$ cat config.mk
export PLATFORM = sky130hd
export DESIGN_NAME = xor_share_ctrl
export DESIGN_NICKNAME = d
export VERILOG_FILES = /design/src/rtl/xor_share_ctrl.sv
export SDC_FILE = /design/constraint.sdc
export NUM_CORES = 1
export LEC_CHECK = 0
export CAP_MARGIN = 10
export CORE_ASPECT_RATIO = 0.9
export CORE_UTILIZATION = 41
export DETAILED_ROUTE_END_ITERATION = 12
export PLACE_DENSITY = 0.75
export REMOVE_ABC_BUFFERS = 1
export SYNTH_ARGS = -nofsm -noshare
export SYNTH_HDL_FRONTEND = slang
export SYNTH_SLANG_ARGS = --single-unit
$ cat constraint.sdc
create_clock -name clk -period 1.4 [get_ports clk]
set_input_delay 0.21 -clock clk [delete_from_list [all_inputs] [get_ports clk]]
set_output_delay 0.21 -clock clk [all_outputs]
set_load 0.01 [all_outputs]
$ cat src/rtl/xor_share_ctrl.sv
// Purpose: round-robin controller sharing one N-bit XOR datapath (y = a ^ b) between two requesters.
// Latency: handshake at edge T -> res_valid high after edge T+1; accepts at least 3 cycles apart.
// Backpressure: result held in HOLD until res_ready; both requester readies stay low while busy.
//
// Ports:
//   clk, rst                     clock (rising edge), asynchronous active-high reset
//   req0_valid/_a/_b, req0_ready requester 0 operand pair, valid/ready handshake
//   req1_valid/_a/_b, req1_ready requester 1 operand pair, valid/ready handshake
//   res_valid, res_data, res_id  registered result and the id of the requester that produced it
//   res_ready                    consumer accepts the result
//   busy                         high while an operation is in EXEC or HOLD
//   res_parity                   reduction XOR of res_data, present only with XOR_PARITY_EN defined
//
// Optional feature macro: XOR_PARITY_EN (adds the res_parity output).
module xor_share_ctrl #(
    parameter int N = 8
) (
    input  logic         clk,
    input  logic         rst,
    input  logic         req0_valid,
    input  logic [N-1:0] req0_a,
    input  logic [N-1:0] req0_b,
    output logic         req0_ready,
    input  logic         req1_valid,
    input  logic [N-1:0] req1_a,
    input  logic [N-1:0] req1_b,
    output logic         req1_ready,
    output logic         res_valid,
    output logic [N-1:0] res_data,
    output logic         res_id,
    input  logic         res_ready,
`ifdef XOR_PARITY_EN
    output logic         res_parity,
`endif
    output logic         busy
);

    typedef enum logic [1:0] {
        IDLE = 2'd0,
        EXEC = 2'd1,
        HOLD = 2'd2
    } state_t;

    state_t       state;
    state_t       state_nxt;
    logic         rr_ptr;      // requester preferred when both are valid
    logic         grant_id;    // requester whose operands sit in op_a/op_b
    logic [N-1:0] op_a;
    logic [N-1:0] op_b;

    // Selection and next state. A ready is only ever raised alongside its
    // valid, so a high ready is itself the handshake.
    always_comb begin
        state_nxt  = state;
        req0_ready = 1'b0;
        req1_ready = 1'b0;
        case (state)
            IDLE: begin
                if (req0_valid && (!req1_valid || !rr_ptr)) begin
                    req0_ready = 1'b1;
                    state_nxt  = EXEC;
                end else if (req1_valid) begin
                    req1_ready = 1'b1;
                    state_nxt  = EXEC;
                end
            end
            EXEC: state_nxt = HOLD;
            HOLD: begin
                if (res_ready) begin
                    state_nxt = IDLE;
                end
            end
            default: state_nxt = IDLE;
        endcase
    end

    always_ff @(posedge clk or posedge rst) begin
        if (rst) begin
            state      <= IDLE;
            rr_ptr     <= 1'b0;
            grant_id   <= 1'b0;
            op_a       <= '0;
            op_b       <= '0;
            res_data   <= '0;
            res_id     <= 1'b0;
            res_valid  <= 1'b0;
`ifdef XOR_PARITY_EN
            res_parity <= 1'b0;
`endif
        end else begin
            state <= state_nxt;

            // Latch the winner's operands so later input changes cannot leak in.
            if (req0_ready || req1_ready) begin
                op_a     <= req1_ready ? req1_a : req0_a;
                op_b     <= req1_ready ? req1_b : req0_b;
                grant_id <= req1_ready;
                rr_ptr   <= ~req1_ready;   // the loser gets priority next time
            end

            if (state == EXEC) begin
                res_data   <= op_a ^ op_b;
                res_id     <= grant_id;
                res_valid  <= 1'b1;
`ifdef XOR_PARITY_EN
                res_parity <= ^(op_a ^ op_b);
`endif
            end

            if (state == HOLD && res_ready) begin
                res_valid <= 1'b0;
            end
        end
    end

    assign busy = (state != IDLE);

endmodule

==> metrics.md, run 1 <==
| Metric | Value |
|---|---|
| Outcome | finished with violations |
| Failing checks | negative setup slack |
| R2R cell count | 4 |
| Critical path capture point | req1_ready |
| 1st-pass router iterations | 4 |
| # diodes | 0 |
| Max Cap Viol | 0 |
| Reg2reg setup slack | -0.01 ns |
| Die width | 66.35 um |
| Share of layout cells above drive strength 1 | 0.2074 |
| Crit path DAT | 1.31 ns |
| Worst path cell trace | buf_6, nor3b_4, and2_4, buf_6 |
| Sink Count | 30 |
| Max Root-Sink Buffers | 2 |
| First-pass GRT wire length | 6430 um |
| Post-Synthesis Cells | 150 |
| Crit end category | output pin |
| Post-synthesis sequential area ratio | 0.4914 |
| Synth warn | 0 |
| CTS Hold Bufs | 0 |
| Final Critical Period | 1.516 ns |
| RSZ-0062 raised after global routing | true |
| Largest net degree at the start of global routing | 31 |
| Post-synth top area share | 0.4914 |
| P_leak | 1.082 nW |
| Synth area leader | dfrtp_1 |
| PwrDens | 2067 nW/um^2 |
| Worst reg2reg path startpoint | rr_ptr |
| H-tree levels | 2 |
| Crit path kind | reg2out |
| Overall die height | 59.91 um |
| Critical path required time | 1.19 ns |
| Combinational power share | 0.508 |
| Later-pin clock latency in the skew report | 0.29 ns |
| Routed WL | 3769 um |
| Inserted Clock Buffers | 5 |
| DRC Markers | 0 |
| Slack of the critical path | -0.1157 ns |
| Unique cell type count in the Yosys netlist | 23 |
| CP startpoint | state[1] |
| Worst VDD drop | 1.085 mV |
| Detailed placement HPWL | 2683 um |
| # fillers | 285 |
| Row cnt | 20 |
| Most used cell along the critical path | buf_6 |
| Register clock-pin slew on the reported worst setup and hold paths | 0.06 ns |
| Setup WS pre-CTS | -0.4100 ns |
| Normalized max-slew margin | 0.6406 |
| Clock Skew | 0.004101 ns |
| Vias in the first global route | 1379 |
| Area delta synth->final | 49.55% |
| Post-Layout Inst Area | 2285 um^2 |
| I/O pin cnt | 50 |
| Vias post-DR | 1389 |
| Number of port buffers | 49 |
| Setup TNS | -0.1464 ns |
| Avg Synthesized Cell Area | 10.18 um^2 |
| Highest Clock Rate | 0.6598 GHz |
| Clock share of power | 0.152 |
| Worst r2r dst | op_a[4] |
| Worst-path maximum fanout | 2 |
| Highest-delay cell along the critical path | dfrtp_1 |
| Net Switching | 1.755 mW |
| HP Class | in2async |
| Placer Congestion | 0.7747 |
| Initial antenna violation count | 0 |
| Synth area leaders | dfrtp_1 (49%), o21ai_0 (8.2%), o311ai_2 (7.5%) |
| Final hold violation count | 0 |
| Total power | 4.724 mW |
| Worst Tran Pin Value | 0.5371 ns |
| Fin. max-slew vios | 0 |
| Core area | 3478 um^2 |
| Number of antenna-violating nets in the routed design | 0 |
| Layout Nets | 253 |
| Setup violations, final | 4 |
| Sw Ratio | 0.3716 |
| Post-DR wirelength/cell | 14.44 um |
| Period utilization | 1.083 |
| Internal | 2.968 mW |
| Die area | 3975 um^2 |
| GRT Util Overall | 0.2232 |
| Starting Density | 0.4392 |
| Flops & latches, synth | 30 |
| Mapped cell area | 1528 um^2 |
| Flop pwr share | 0.340 |
| Drt via density | 5.322 |
| GRT Residual Overflow | 0 |
| TritonCTS clock tree | built |
| Largest stage delay, worst path | 0.40 ns |
| Root buf cell | clkbuf_8 |
| Startpoint class of the critical path | flip-flop |
| DR iter-0 viols | 63 |
| Hold Slack | 0.3016 ns |
| Post-DP Area | 2145 um^2 |
## state kept, by name (all words and copies together), names as in the netlist
| register | cells |
|---|---|
| res_data | 8 |
| res_id | 1 |
| res_valid | 1 |
| grant_id | 1 |
| state | 2 |
| rr_ptr | 1 |
| op_a | 8 |
| op_b | 8 |
## worst min-delay path by stage
stage	from	slack [ns]	depth (start not counted)	end
6_report	rst	0.30	3	state[0]
5_1_grt	rst	0.33	3	grant_id
4_1_cts	rst	0.31	3	grant_id
3_5_place_dp	res_data[6]	0.48	2	res_data[6]
3_3_place_gp	res_data[4]	0.46	2	res_data[4]
2_1_floorplan	rst	0.30	1	grant_id
## synthesized netlist by cell type, drive strengths merged
cell and count:
dfrtp 30, xnor2 8, clkbuf 3, a21oi 2, nand2b 2, nand3 16, inv 20, buf 7
o311ai 16, nand2 11, o21ai 26, a21o 1, and2 1, nor2 4, mux2 1, nor3b 1
mux2i 1
## cell type report
cell class	count	area (um^2)	share of cell area
well taps	44	55.05	0.02410
inverters	20	75.07	0.03286
clock inverters	1	5.005	0.002191
multi-input cells	90	639.4	0.2798
repair buffers	69	673.1	0.2946
clock buffers	7	86.33	0.03779
flip-flops and latches	30	750.7	0.3286
## cells by family after synthesis
kind of cell,count (synthesis),synth area share
AO/OA/AOI/OAI,45,0.2342
XOR/XNOR,8,0.04587
buffers and inverters,30,0.09910
flip-flops,30,0.4914
multiplexers,2,0.01392
AND/OR/NAND/NOR,35,0.1155
## stage by stage
step,util,cells
finish,0.6568,261
global route,0.6568,261
CTS,0.6453,261
detailed placement,0.6165,251
global placement,0.6165,251
floorplan,-,140
## what timing repair did
item,in CTS,in global routing
setup endpoints to repair,22,32
pin swaps,2,2
gates cloned,0,0
setup buffers,2,0
resized for setup,18,31
endpoints found under the hold margin,0,0
## metal layers
layer | vias to the layer above | wire (um) | track usage
li1 | 654 | - | -
met1 | 683 | 1525 | 0.2628
met2 | 43 | 1955 | 0.3790
met3 | 9 | 211 | 0.06107
met4 | 0 | 77 | 0.1064
met5 | - | 0 | 0
## placed cells by master (no fill, tap or decap)
cell and n:
nor2_2 1, mux2i_1 1, o311ai_2 8, clkbuf_8 6, buf_4 15, inv_2 1, inv_1 19, clkinv_2 1
nor2_1 3, buf_12 1, dlygate4sd2_1 3, clkdlybuf4s50_1 36, mux2_2 1, o21ai_0 15, buf_6 5, a21oi_2 1
dlymetal6s2s_1 7, and2_4 1, clkbuf_1 1, nand2b_1 2, a21o_1 1, o21ai_1 11, o311ai_1 7, nor3b_4 1
a21oi_1 1, dfrtp_1 30, xnor2_1 8, buf_2 2, nand3_1 16, nand2_1 11, o311ai_4 1
## worst max-delay path: cells and delay by family (launching register included)
kind,cells,cell delay [ns]
buffers and inverters,2,0.23
DFF,1,0.40
and+or+nand+nor,2,0.38
## power by group through the flow
stage,logic [mW],clock network [mW],registers (mW)
5_1_grt,2.65,0.769,1.66
2_1_floorplan,1.17,0,1.64
4_1_cts,2.31,0.745,1.60
3_3_place_gp,2.18,0,1.60
3_5_place_dp,2.28,0,1.62
6_report,2.40,0.720,1.61
Note: power is estimated with default switching activity, not from simulation.
==> inputs of run 2 (changes only) <==
--- a/config.mk
+++ b/config.mk
@@ -9,7 +9,7 @@
 export CORE_ASPECT_RATIO = 0.9
 export CORE_UTILIZATION = 41
 export DETAILED_ROUTE_END_ITERATION = 12
-export PLACE_DENSITY = 0.75
+export PLACE_DENSITY = 0.78
 export REMOVE_ABC_BUFFERS = 1
 export SYNTH_ARGS = -nofsm -noshare
 export SYNTH_HDL_FRONTEND = slang
==> run 2 against run 1 <==
Net effect:
- the flow still finishes with violations (negative setup slack)
- largest cell class unchanged
- clock skew up 0.0019 ns
- sequential cell count is the same
- register-to-register slack worse by 0.10 ns
- non-clock buffer count up 3
- combinational power increased by 8.3%
- critical path depth unchanged
- sequential power is essentially flat
- utilization up 2.5 points
- via count down 0.94%
- first-iteration DRC count fell by 22%
- global-route usage is 0.40 points higher
- sequential share of layout area decreased by 1.2 points
==> metrics.md, run 2 (synthesized netlist as in run 1, its figures left out) <==
| Metric | Value |
|---|---|
| P_leak | 1.085 nW |
| Vias in the first global route | 1418 |
| Normalized max-slew margin | 0.7694 |
| Utilization after layout | 0.6817 |
| Internal | 3.053 mW |
| Flop pwr share | 0.331 |
| # diodes | 0 |
| Number of port buffers | 49 |
| Routed WL | 4024 um |
| Commonest non-fill, non-tap cell in the layout | clkdlybuf4s50_1 |
| Highest-delay cell along the critical path | dfrtp_1 |
| Number of antenna-violating nets in the routed design | 0 |
| CTS Hold Bufs | 0 |
| Post-DR wirelength/cell | 15.30 um |
| Combinational power share | 0.535 |
| DR iter-0 viols | 49 |
| HP Class | in2async |
| Root buf cell | clkbuf_8 |
| Final hold violation count | 0 |
| Net Switching | 1.805 mW |
| Layout Nets | 256 |
| First-pass GRT wire length | 6251 um |
| I/O pin cnt | 50 |
| Crit end category | output pin |
| Inserted Clock Buffers | 5 |
| Reg2reg setup slack | -0.11 ns |
| Overall die height | 59.91 um |
| Total power | 4.858 mW |
| Vias post-DR | 1376 |
| DRC Markers | 0 |
| Top flop regs | op_a (8), op_b (8), res_data (8) |
| GRT Max-Usage Layer | met2 |
| TritonCTS clock tree | built |
| Critical path required time | 1.19 ns |
| Die area | 3975 um^2 |
| Max Root-Sink Buffers | 2 |
| Failing checks | negative setup slack |
| PwrDens | 2049 nW/um^2 |
| Later-pin clock latency in the skew report | 0.29 ns |
| Die width | 66.35 um |
| Slack of the critical path | -0.1908 ns |
| Met2 Use GR | 0.4140 |
| Highest Clock Rate | 0.6286 GHz |
| Final Critical Period | 1.591 ns |
| RSZ-0062 raised after global routing | true |
| Clock share of power | 0.134 |
| # fillers | 260 |
| Worst Tran Pin Value | 0.3455 ns |
| 1st-pass router iterations | 5 |
| Starting Density | 0.4392 |
| Fin. max-slew vios | 0 |
| Largest net degree at the start of global routing | 31 |
| Most frequent cells in the layout | clkdlybuf4s50_1 (38), dfrtp_1 (30), inv_1 (20) |
| Met1 Use GR | 0.2356 |
| Worst VDD drop | 1.070 mV |
| Setup violations, final | 19 |
| Sw Ratio | 0.3715 |
| Most used cell along the critical path | buf_6 |
| H-tree levels | 2 |
| Worst path cell trace | buf_6, nor3b_4, and2_4, buf_6 |
| Sink Count | 30 |
| Worst-path maximum fanout | 3 |
| Largest stage delay, worst path | 0.41 ns |
| Max Cap Viol | 0 |
| Clock Skew | 0.006042 ns |
| Period utilization | 1.136 |
| Placer Congestion | 0.8063 |
| Setup TNS | -1.761 ns |
| Drt via density | 5.232 |
| Crit path DAT | 1.38 ns |
| Outcome | finished with violations |
| Initial antenna violation count | 0 |
| Share of layout cells above drive strength 1 | 0.2329 |
| GRT met3 Usage | 0.04580 |
| GRT Util Overall | 0.2272 |
| Detailed placement HPWL | 2748 um |
| Startpoint class of the critical path | flip-flop |
| Row cnt | 20 |
| Core area | 3478 um^2 |
| GRT Residual Overflow | 0 |
| Area delta synth->final | 55.20% |
| Register clock-pin slew on the reported worst setup and hold paths | 0.06 ns |
| Crit path kind | reg2out |
run 2: changes by cell type in the layout (fill, tap and decap cells not counted), sizes merged:
| cell | previous run | this run |
|---|---|---|
| clkbuf | 7 | 9 |
| clkinv | 1 | 0 |
| clkdlybuf4s50 | 36 | 38 |
| clkdlybuf4s15 | 0 | 1 |
| dlymetal6s2s | 7 | 5 |
run 2: through the flow:
stage	instances	hold slack (ns)	cell area, um^2	setup WS, ns
2_1_floorplan	140	0.3008	1451	-0.1920
3_3_place_gp	250	0.4612	2150	-0.4074
3_5_place_dp	250	0.4689	2150	-0.4351
4_1_cts	259	0.2568	2250	-0.1408
5_1_grt	263	0.2869	2371	-0.2137
6_report	263	0.2538	2371	-0.1908
run 2: layout make-up:
| cell class | count | area (um^2) | area share |
|---|---|---|---|
| Tap cell | 44 | 55.05 | 0.02322 |
| Timing Repair Buffer | 72 | 739.5 | 0.3119 |
| Inverter | 20 | 75.07 | 0.03166 |
| Clock buffer | 7 | 76.32 | 0.03219 |
| Sequential cell | 30 | 750.7 | 0.3166 |
| Multi-Input combinational cell | 90 | 674.4 | 0.2844 |
run 2: metal layers:
metal  routed length [um]  vias up
met1                 1606      662
met3                  208        5
li1                     -      659
met2                 2142       50
met5                    0        -
met4                   65        0
run 2: what timing repair did:
item | 4_1_cts | 5_1_grt
resized for setup | 19 | 32
setup endpoints to repair | 22 | 27
pin swaps | 2 | 0
cloned | 0 | 1
setup buffers | 3 | 3
run 2: power by group through the flow:
stage,clock network [mW],logic [mW],registers (mW)
after detailed placement,0,2.26,1.63
after floorplan,0,1.17,1.64
after CTS,0.681,2.33,1.60
after global placement,0,2.17,1.60
after global routing,0.702,2.83,1.67
final,0.651,2.60,1.61
run 2: path summary, 6_finish.rpt:
kind                                  start     endpoint  cells after the start
worst max-delay path               state[0]   req1_ready                      4
worst min-delay path                    rst  res_data[3]                      3
worst max register to register     state[0]      op_b[1]                      6
worst min register to register  res_data[2]  res_data[2]                      2
max in group asynchronous               rst  res_data[0]                      3
min in group clk                res_data[2]  res_data[2]                      2
run 2: worst max-delay path, delay by kind of cell, from the launching register on:
kind	cells	cell delay (ns)
and+or+nand+nor	2	0.44
DFF	1	0.41
buffers and inverters	2	0.23
==> inputs of run 3 (changes only) <==
--- a/config.mk
+++ b/config.mk
@@ -8,6 +8,7 @@
 export CAP_MARGIN = 10
 export CORE_ASPECT_RATIO = 0.9
 export CORE_UTILIZATION = 41
+export CTS_CLUSTER_SIZE = 12
 export DETAILED_ROUTE_END_ITERATION = 12
 export PLACE_DENSITY = 0.78
 export REMOVE_ABC_BUFFERS = 1
==> results of run 3 <==
Final layout, timing and power as in run 2 (identical DEF).
